--- src/rtl/uart_seq_pkg.sv ---
// Shared constants and state encoding for the UART transmit sequencer.
package uart_seq_pkg;

  localparam int DEFAULT_ADDR_WIDTH   = 16;
  localparam int DEFAULT_GUARD_CYCLES = 607;
  localparam int CLOCKS_PER_BIT       = 55;

  typedef logic [3:0] state_t;

  localparam state_t S_GUARD     = 4'd0;
  localparam state_t S_IDLE      = 4'd1;
  localparam state_t S_FETCH     = 4'd2;
  localparam state_t S_LATCH     = 4'd3;
  localparam state_t S_PULSE     = 4'd4;
  localparam state_t S_WAIT_CLR  = 4'd5;
  localparam state_t S_WAIT_DONE = 4'd6;
  localparam state_t S_GAP       = 4'd7;
  localparam state_t S_CSUM      = 4'd8;
  localparam state_t S_FINISH    = 4'd9;

endpackage

--- src/rtl/uart_tx_sequencer.sv ---
// Streams a block of bytes from byte memory through a start/done UART transmitter.
// Optional trailing checksum byte when UART_SEQ_CHECKSUM_EN is defined.
//
// state     | meaning
// ----------+-----------------------------------------------------------
// GUARD     | post-reset lockout so an in-flight frame can finish
// IDLE      | waiting for start
// FETCH     | memory read strobe at addr_q
// LATCH     | capture read data into tx_byte
// PULSE     | one-cycle tx_start
// WAIT_CLR  | wait for tx_done to drop (ignore stale done of last frame)
// WAIT_DONE | wait for tx_done to rise, advance counters
// GAP       | inter-frame idle time
// CSUM      | load accumulated checksum into tx_byte (checksum build only)
// FINISH    | one-cycle done pulse
module uart_tx_sequencer
  import uart_seq_pkg::*;
#(
  parameter int ADDR_WIDTH   = DEFAULT_ADDR_WIDTH,
  parameter int GAP_CYCLES   = 0,
  parameter int GUARD_CYCLES = DEFAULT_GUARD_CYCLES
) (
  input  logic                  clk,
  input  logic                  rst,
  input  logic                  start,
  input  logic [ADDR_WIDTH-1:0] base_addr,
  input  logic [ADDR_WIDTH-1:0] byte_count,
  output logic [ADDR_WIDTH-1:0] mem_addr,
  output logic                  mem_rd_en,
  input  logic [7:0]            mem_rd_data,
  output logic                  tx_start,
  output logic [7:0]            tx_byte,
  input  logic                  tx_done,
  output logic                  busy,
  output logic                  done,
  output logic [ADDR_WIDTH-1:0] bytes_sent
);

  // One down-counter serves both the guard lockout and the inter-frame gap.
  localparam int CNT_MAX = (GUARD_CYCLES > GAP_CYCLES) ? GUARD_CYCLES : GAP_CYCLES;
  localparam int CNT_W   = (CNT_MAX > 2) ? $clog2(CNT_MAX) : 1;

  localparam logic [CNT_W-1:0]      GUARD_LOAD = CNT_W'(GUARD_CYCLES - 1);
  localparam logic [CNT_W-1:0]      GAP_LOAD   = CNT_W'((GAP_CYCLES > 0) ? GAP_CYCLES - 1 : 0);
  localparam logic [CNT_W-1:0]      CNT_ONE    = CNT_W'(1);
  localparam logic [ADDR_WIDTH-1:0] A_ONE      = ADDR_WIDTH'(1);

`ifdef UART_SEQ_CHECKSUM_EN
  localparam state_t LAST_NEXT = S_CSUM;
`else
  localparam state_t LAST_NEXT = S_FINISH;
`endif

  state_t                  state;
  logic [CNT_W-1:0]        cnt;
  logic [ADDR_WIDTH-1:0]   addr_q;
  logic [ADDR_WIDTH-1:0]   remaining;
`ifdef UART_SEQ_CHECKSUM_EN
  logic [7:0]              sum_q;
  logic                    csum_phase;
`endif

  always_ff @(posedge clk) begin
    if (rst) begin
      state      <= S_GUARD;
      cnt        <= GUARD_LOAD;
      addr_q     <= '0;
      remaining  <= '0;
      tx_byte    <= '0;
      bytes_sent <= '0;
`ifdef UART_SEQ_CHECKSUM_EN
      sum_q      <= '0;
      csum_phase <= 1'b0;
`endif
    end else begin
      case (state)
        S_GUARD: begin
          if (cnt == '0) state <= S_IDLE;
          else           cnt   <= cnt - CNT_ONE;
        end
        S_IDLE: begin
          if (start) begin
            addr_q     <= base_addr;
            remaining  <= byte_count;
            bytes_sent <= '0;
`ifdef UART_SEQ_CHECKSUM_EN
            sum_q      <= '0;
            csum_phase <= 1'b0;
`endif
            state <= (byte_count == '0) ? LAST_NEXT : S_FETCH;
          end
        end
        S_FETCH: state <= S_LATCH;
        S_LATCH: begin
          tx_byte <= mem_rd_data;
`ifdef UART_SEQ_CHECKSUM_EN
          sum_q   <= sum_q + mem_rd_data;
`endif
          state   <= S_PULSE;
        end
        S_PULSE: state <= S_WAIT_CLR;
        S_WAIT_CLR: begin
          if (!tx_done) state <= S_WAIT_DONE;
        end
        S_WAIT_DONE: begin
          if (tx_done) begin
`ifdef UART_SEQ_CHECKSUM_EN
            if (csum_phase) state <= S_FINISH;
            else
`endif
            begin
              bytes_sent <= bytes_sent + A_ONE;
              remaining  <= remaining - A_ONE;
              addr_q     <= addr_q + A_ONE;
              if (remaining == A_ONE) begin
                state <= LAST_NEXT;
              end else if (GAP_CYCLES > 0) begin
                cnt   <= GAP_LOAD;
                state <= S_GAP;
              end else begin
                state <= S_FETCH;
              end
            end
          end
        end
        S_GAP: begin
          if (cnt == '0) state <= S_FETCH;
          else           cnt   <= cnt - CNT_ONE;
        end
`ifdef UART_SEQ_CHECKSUM_EN
        S_CSUM: begin
          tx_byte    <= sum_q;
          csum_phase <= 1'b1;
          state      <= S_PULSE;
        end
`endif
        S_FINISH: state <= S_IDLE;
        default:  state <= S_GUARD;
      endcase
    end
  end

  assign mem_addr  = addr_q;
  assign mem_rd_en = (state == S_FETCH);
  assign tx_start  = (state == S_PULSE);
  assign done      = (state == S_FINISH);
  assign busy      = (state != S_IDLE);

endmodule
--- config.mk ---
export PLATFORM = sky130hd
export DESIGN_NAME = uart_tx_sequencer
export DESIGN_NICKNAME = d
export VERILOG_FILES = /design/src/rtl/uart_seq_pkg.sv /design/src/rtl/uart_tx_sequencer.sv
export SDC_FILE = /design/constraint.sdc
export NUM_CORES = 1
export LEC_CHECK = 0
export CORE_ASPECT_RATIO = 1.2
export CORE_UTILIZATION = 55
export CTS_CLUSTER_DIAMETER = 100
export DETAILED_ROUTE_END_ITERATION = 12
export DONT_BUFFER_PORTS = 1
export PLACE_DENSITY_LB_ADDON = 0.12
export SLEW_MARGIN = 30
export SYNTH_ARGS = -nofsm -noshare
export SYNTH_HDL_FRONTEND = slang
export SYNTH_SLANG_ARGS = --single-unit
--- constraint.sdc ---
create_clock -name clk -period 1.65 [get_ports clk]
set_input_delay 0.4125 -clock clk [delete_from_list [all_inputs] [get_ports clk]]
set_output_delay 0.4125 -clock clk [all_outputs]
set_load 0.01 [all_outputs]
# After elaboration in Yosys (flattened, before gate mapping)

Index checks and enable logic that the tools add are counted.

Add/subtract/negate cells: 4
Eq/ne operators: 15
Mux-type cells: 17
Bitwise logic cells: 1
Reductions and logical operators: 8

Operators with widths:

| kind                                                   | number |
|---|---|
| two-way mux 16 bit                                     | 6 |
| case mux 16 bit (2 select lines)                       | 3 |
| case mux 4 bit (9 select lines)                        | 1 |
| adder 16 x 1 -> 16 bit (second input constant)         | 2 |
| two-way mux 4 bit                                      | 7 |
| equality test 16 x 1 -> 1 bit (second input constant)  | 1 |
| equality test 4 x 3 -> 1 bit (second input constant)   | 4 |
| logical NOT 16 bit                                     | 1 |
| subtractor 16 x 1 -> 16 bit (second input constant)    | 1 |
| logical NOT 10 bit                                     | 1 |
| inequality test 2 bit (second input constant)          | 5 |
| subtractor 10 x 1 -> 10 bit (second input constant)    | 1 |
| equality test 4 x 2 -> 1 bit (second input constant)   | 2 |
| AND reduction 5 bit                                    | 1 |
| equality test 4 x 1 -> 1 bit (second input constant)   | 1 |
| equality test 4 bit (second input constant)            | 1 |
| logical NOT 4 bit                                      | 1 |
| inequality test 4 x 1 -> 1 bit (second input constant) | 1 |
| AND reduction 3 bit                                    | 1 |
| AND reduction 2 bit                                    | 1 |
| nonzero test 2 bit                                     | 1 |
| OR reduction 2 bit                                     | 1 |
| NOT 1 bit                                              | 1 |

Bits in registers: 70
Bits of input ports: 44
Word-level logic and storage cells: 51

# Longest topological paths before layout

Gate-level depths: netlist of run 1.

Depth after elaboration: 4
Gate-level depth with buffers: 8

# Worst setup path before layout of run 1

No wires, ideal clock.

Path type: reg-to-output
From: reg state[2]
To: out tx_start
Data arrival time: 1.295 ns
Data required time: 1.237 ns
Path slack: -0.057 ns
Cell stages (with the launch flop): 4
Path buffers: 2
Cells stage by stage: dfxtp_1 > buf_2 > buf_1 > nor4b_1

Cells in the longest elaborated chain, start to end: 1

RTL lines:

| item                         | line                     | RTL |
|---|---|---|
| start, declared              | uart_tx_sequencer.sv:54  | `state_t state;` |
| start signal, assigned       | uart_tx_sequencer.sv:90  | `state <= (byte_count == '0) ? LAST_NEXT : S_FETCH;` |
| equality test 4 x 3 -> 1 bit | uart_tx_sequencer.sv:145 | `assign tx_start = (state == S_PULSE);` |
| end, declared                | uart_tx_sequencer.sv:31  | `output logic tx_start,` |

Every way passes these cells.

# Final worst setup path of run 1

From: reg state[2]
To: out busy

Cells in the longest elaborated chain, start to end: 1

RTL lines:

| item                           | line                     | RTL |
|---|---|---|
| inequality test 4 x 1 -> 1 bit | uart_tx_sequencer.sv:147 | `assign busy = (state != S_IDLE);` |
| end, declared                  | uart_tx_sequencer.sv:34  | `output logic busy,` |

Every way passes these cells.

==> impl_metrics.toml, run 1 <==
[yosys]
yosysWarnings = 0
synth_edf_count = 0
synth_flop_cell = "dfxtp_1"
postSynthAreaPerCell_um2 = 8.01
synth_area_mm2 = 0.00397
synth.top_cell.area_share_pct = 35.3
syn_nets = 545
synth_area_leader_cell = "dfxtp_1"
yosys-top-cells-area = "dfxtp_1 35%, a21oi_1 5.3%, nand2_1 5.2%"
postSynth.asyncResetShare_pct = 0
synth.distinct_cells = 69
ys_seq_area_share_pct = 35.3
yosys_register_bits = 70
postSynthCellCount = 495

[worst_setup_path]
path_common_cell = "buf_6"
end_kind = "output port"
path_delay_family = "buffers and inverters"
worst_ep_required_time_ns = 1.24
worst-path-buf-inv = 4
r2r-end = "bytes_sent[9]"
arrival_ns = 1.45
slowest_stage = "dfxtp_4"
critPathMaxStageDelay_ns = 0.35
r2r_cells = 8
cp_max_fo = 2
startpoint_type = "register"
r2r_slack_ns = -0.20
crit_chain = "buf_6, nor4b_4, buf_4, inv_2, buf_6"
r2r-start = "state[2]"
critPathKind = "reg2out"

[route]
drt.antenna.violating_nets = 0
totalWireLength_mm = 13.7
drcViolationCount = 0
first_pass_iters = 6
wire_per_inst_um = 19.9
vias_per_cell = 6.46
vias = 4434
drt_iter0_markers = 360

[layout]
drive_above_1_share_pct = 41.1
area_growth_syn_to_layout_pct = 47.3
fin_nets = 645
design_area_mm2 = 0.00584
n_antenna_cell = 0
layout.cells.non_filler = 686

[clocking]
path_clk_slew_ns = 0.08
htree_num_levels = 3
cts_root_buf = "clkbuf_8"
cts_buffer_depth = 2
insertion_delay_ns = 0.35
cts.sink_count = 70
cts_tree = "built"
cts-buffers-inserted = 9

[min_path]
min_path_cells = 1
hold_end = "mem_addr[10]"
hold_class = "in2reg"
min_from = "rst"

[floorplanning]
dieArea_mm2 = 0.00756
die_w_um = 79.5
rows = 33
start_util_pct = 57.5
io_pins = 88
core-area_mm2 = 0.00690
dieHeight_um = 95.0

[timing]
worst_clock_skew_ns = 0.00934
hold_viol = 0
period_share_pct = 113
final-setup-viol-count = 61
worst_pin_slew_ns = 0.584
slew_headroom_pct = 60.8
fin_ws_ns = -0.215
max_clock_freq_mhz = 536
final_max_slew_viol_count = 0
rsz0062_at_grt = "true"
min_period_ns = 1.87

[run_status]
violations = "negative setup slack"
status = "finished, violations left"

[global_routing]
grt_max_degree = 58
antenna_found_initial = 0
grt_util_met2_pct = 55.1
grt.met1_usage_pct = 34.4
grtUsageMet3_pct = 7.27
grt_pass1_vias = 3898
busiest_layer = "met2"
grt_pass1_wl_mm = 18.1
grt_use_total_pct = 31.0
grt.overflow.total = 0

[placement]
dp_slack_ns = -0.101
place_area_mm2 = 0.00464
hpwl_mm = 7.79
post-place-cells = 642
portBuffers = 0
place_congestion = 0.865

[job]
cap_violations = 0

[pwr]
leakage_uw = 0.00222
cellPowerDensity_mw_per_mm2 = 1110
ir_worst_vdd_mv = 0.829
==> registers in the layout (all words and copies together) (netlist names) <==
register,flops
remaining,16
bytes_sent,16
tx_byte,8
mem_addr,16
state,4
cnt,10
==> cell usage in the layout, fill, tap and decap left out, drive strengths merged, types with 3 or more instances in the layout <==
cell / instances
inv: 9
nand2: 55
and2: 5
nand3b: 4
xor2: 12
and3: 5
and4: 4
a211oi: 8
nand2b: 8
clkbuf: 16
a21oi: 43
buf: 117
nor2b: 4
ha: 6
mux2i: 7
nand4: 13
o21ai: 20
a22oi: 6
or4: 3
nand3: 18
dfxtp: 70
a2bb2oi: 4
xnor2: 12
nor3: 22
a21o: 4
nor4: 13
nor4b: 5
a31oi: 4
nor2: 55
or3: 6
o32ai: 3
==> final cells by class <==
class / count / area [um^2]
Clock buffer: 11 / 141
Tap cell: 87 / 109
Inverter: 9 / 36.3
Fill cell: 375 / 1050
Multi-Input combinational cell: 383 / 2920
Sequential cell: 70 / 1420
Timing Repair Buffer: 122 / 1170
Clock inverter: 4 / 47.5
==> worst max-delay path by stage <==
stage,startpoint,slack (ns),cells past startpoint,end
final,state[2],-0.22,5,busy
after floorplan,state[2],0.02,6,cnt[1]
after detailed placement,remaining[0],-0.10,7,remaining[10]
after CTS,state[2],-0.14,5,busy
after global placement,remaining[0],-0.04,7,remaining[10]
after global routing,state[2],-0.26,5,busy
==> synthesized netlist by cell type (2+ instances only) <==
cell type	number
clkbuf_1	13
nand4b_1	2
nor2b_1	4
inv_1	8
a2bb2oi_1	4
a21o_1	4
o22ai_1	2
nand3_1	18
nor4_2	2
a32o_1	2
a22oi_1	6
xor2_1	12
o32a_1	2
buf_4	2
or3_1	6
a31oi_1	4
a311oi_1	2
o21ai_0	17
nand4_1	13
buf_6	2
nor4_1	10
a22o_1	2
nand3b_1	4
nor3_2	4
nand4bb_1	2
o21ai_1	3
mux2i_1	7
nand2_1	55
and4_1	4
nor3_1	18
nand2b_1	8
a211o_1	2
and2_1	4
nor4b_1	3
nor2_1	55
ha_1	6
or4_1	3
dfxtp_1	70
and3_1	5
a221oi_1	2
o32ai_1	3
xnor2_1	12
a211oi_1	8
a21oi_1	42
buf_2	14
==> logic make-up after synthesis <==
family | after synthesis | synth area share [%]
AO/OA/AOI/OAI | 116 | 19.0
flip-flops | 70 | 35.3
adder cells (fa/ha/maj) | 6 | 1.89
buffers and inverters | 42 | 5.27
multiplexers | 7 | 1.77
XOR/XNOR | 24 | 5.30
AND/OR/NAND/NOR | 230 | 31.5
==> report_power, final <==
| group | switching (uW) | total (uW) | internal, uW |
|---|---|---|---|
| Combinational | 1490 | 3100 | 1610 |
| Sequential | 138 | 1980 | 1840 |
| Clock | 672 | 1400 | 727 |
| Total | 2300 | 6470 | 4180 |
==> per-stage QoR <==
stage,total power (uW),TNS (ns),utilization (%),hold WS (ns)
floorplan,3210,0,-,0.460
global placement,3550,-0.0639,67.3,0.472
detailed placement,3600,-0.613,67.3,0.478
CTS,5560,-0.517,73.3,0.109
global route,6750,-8.71,84.7,0.103
finish,6470,-5.93,84.7,0.117
==> metal layers <==
| layer | share of wire [%] | vias up |
|---|---|---|
| li1 | - | 2009 |
| met1 | 37 | 2140 |
| met2 | 52 | 228 |
| met3 | 7.5 | 57 |
| met4 | 3.8 | 0 |
| met5 | 0 | - |
==> what timing repair did <==
| item | CTS | global route |
|---|---|---|
| gates cloned | 1 | 6 |
| hold endpoints to repair | 0 | 0 |
| hold buffers | 0 | 0 |
| setup buffers | 8 | 18 |
| setup endpoints to repair | 33 | 69 |
| pin swaps | 17 | 64 |
| gates resized for setup | 44 | 124 |
Note: power is estimated with default switching activity, not from simulation.
==> run 2: changes to the inputs <==
Settings changed: CTS_CLUSTER_SIZE set to 14.
==> results of run 2 <==
No change in the layout: final DEF, timing and power equal those of run 1.
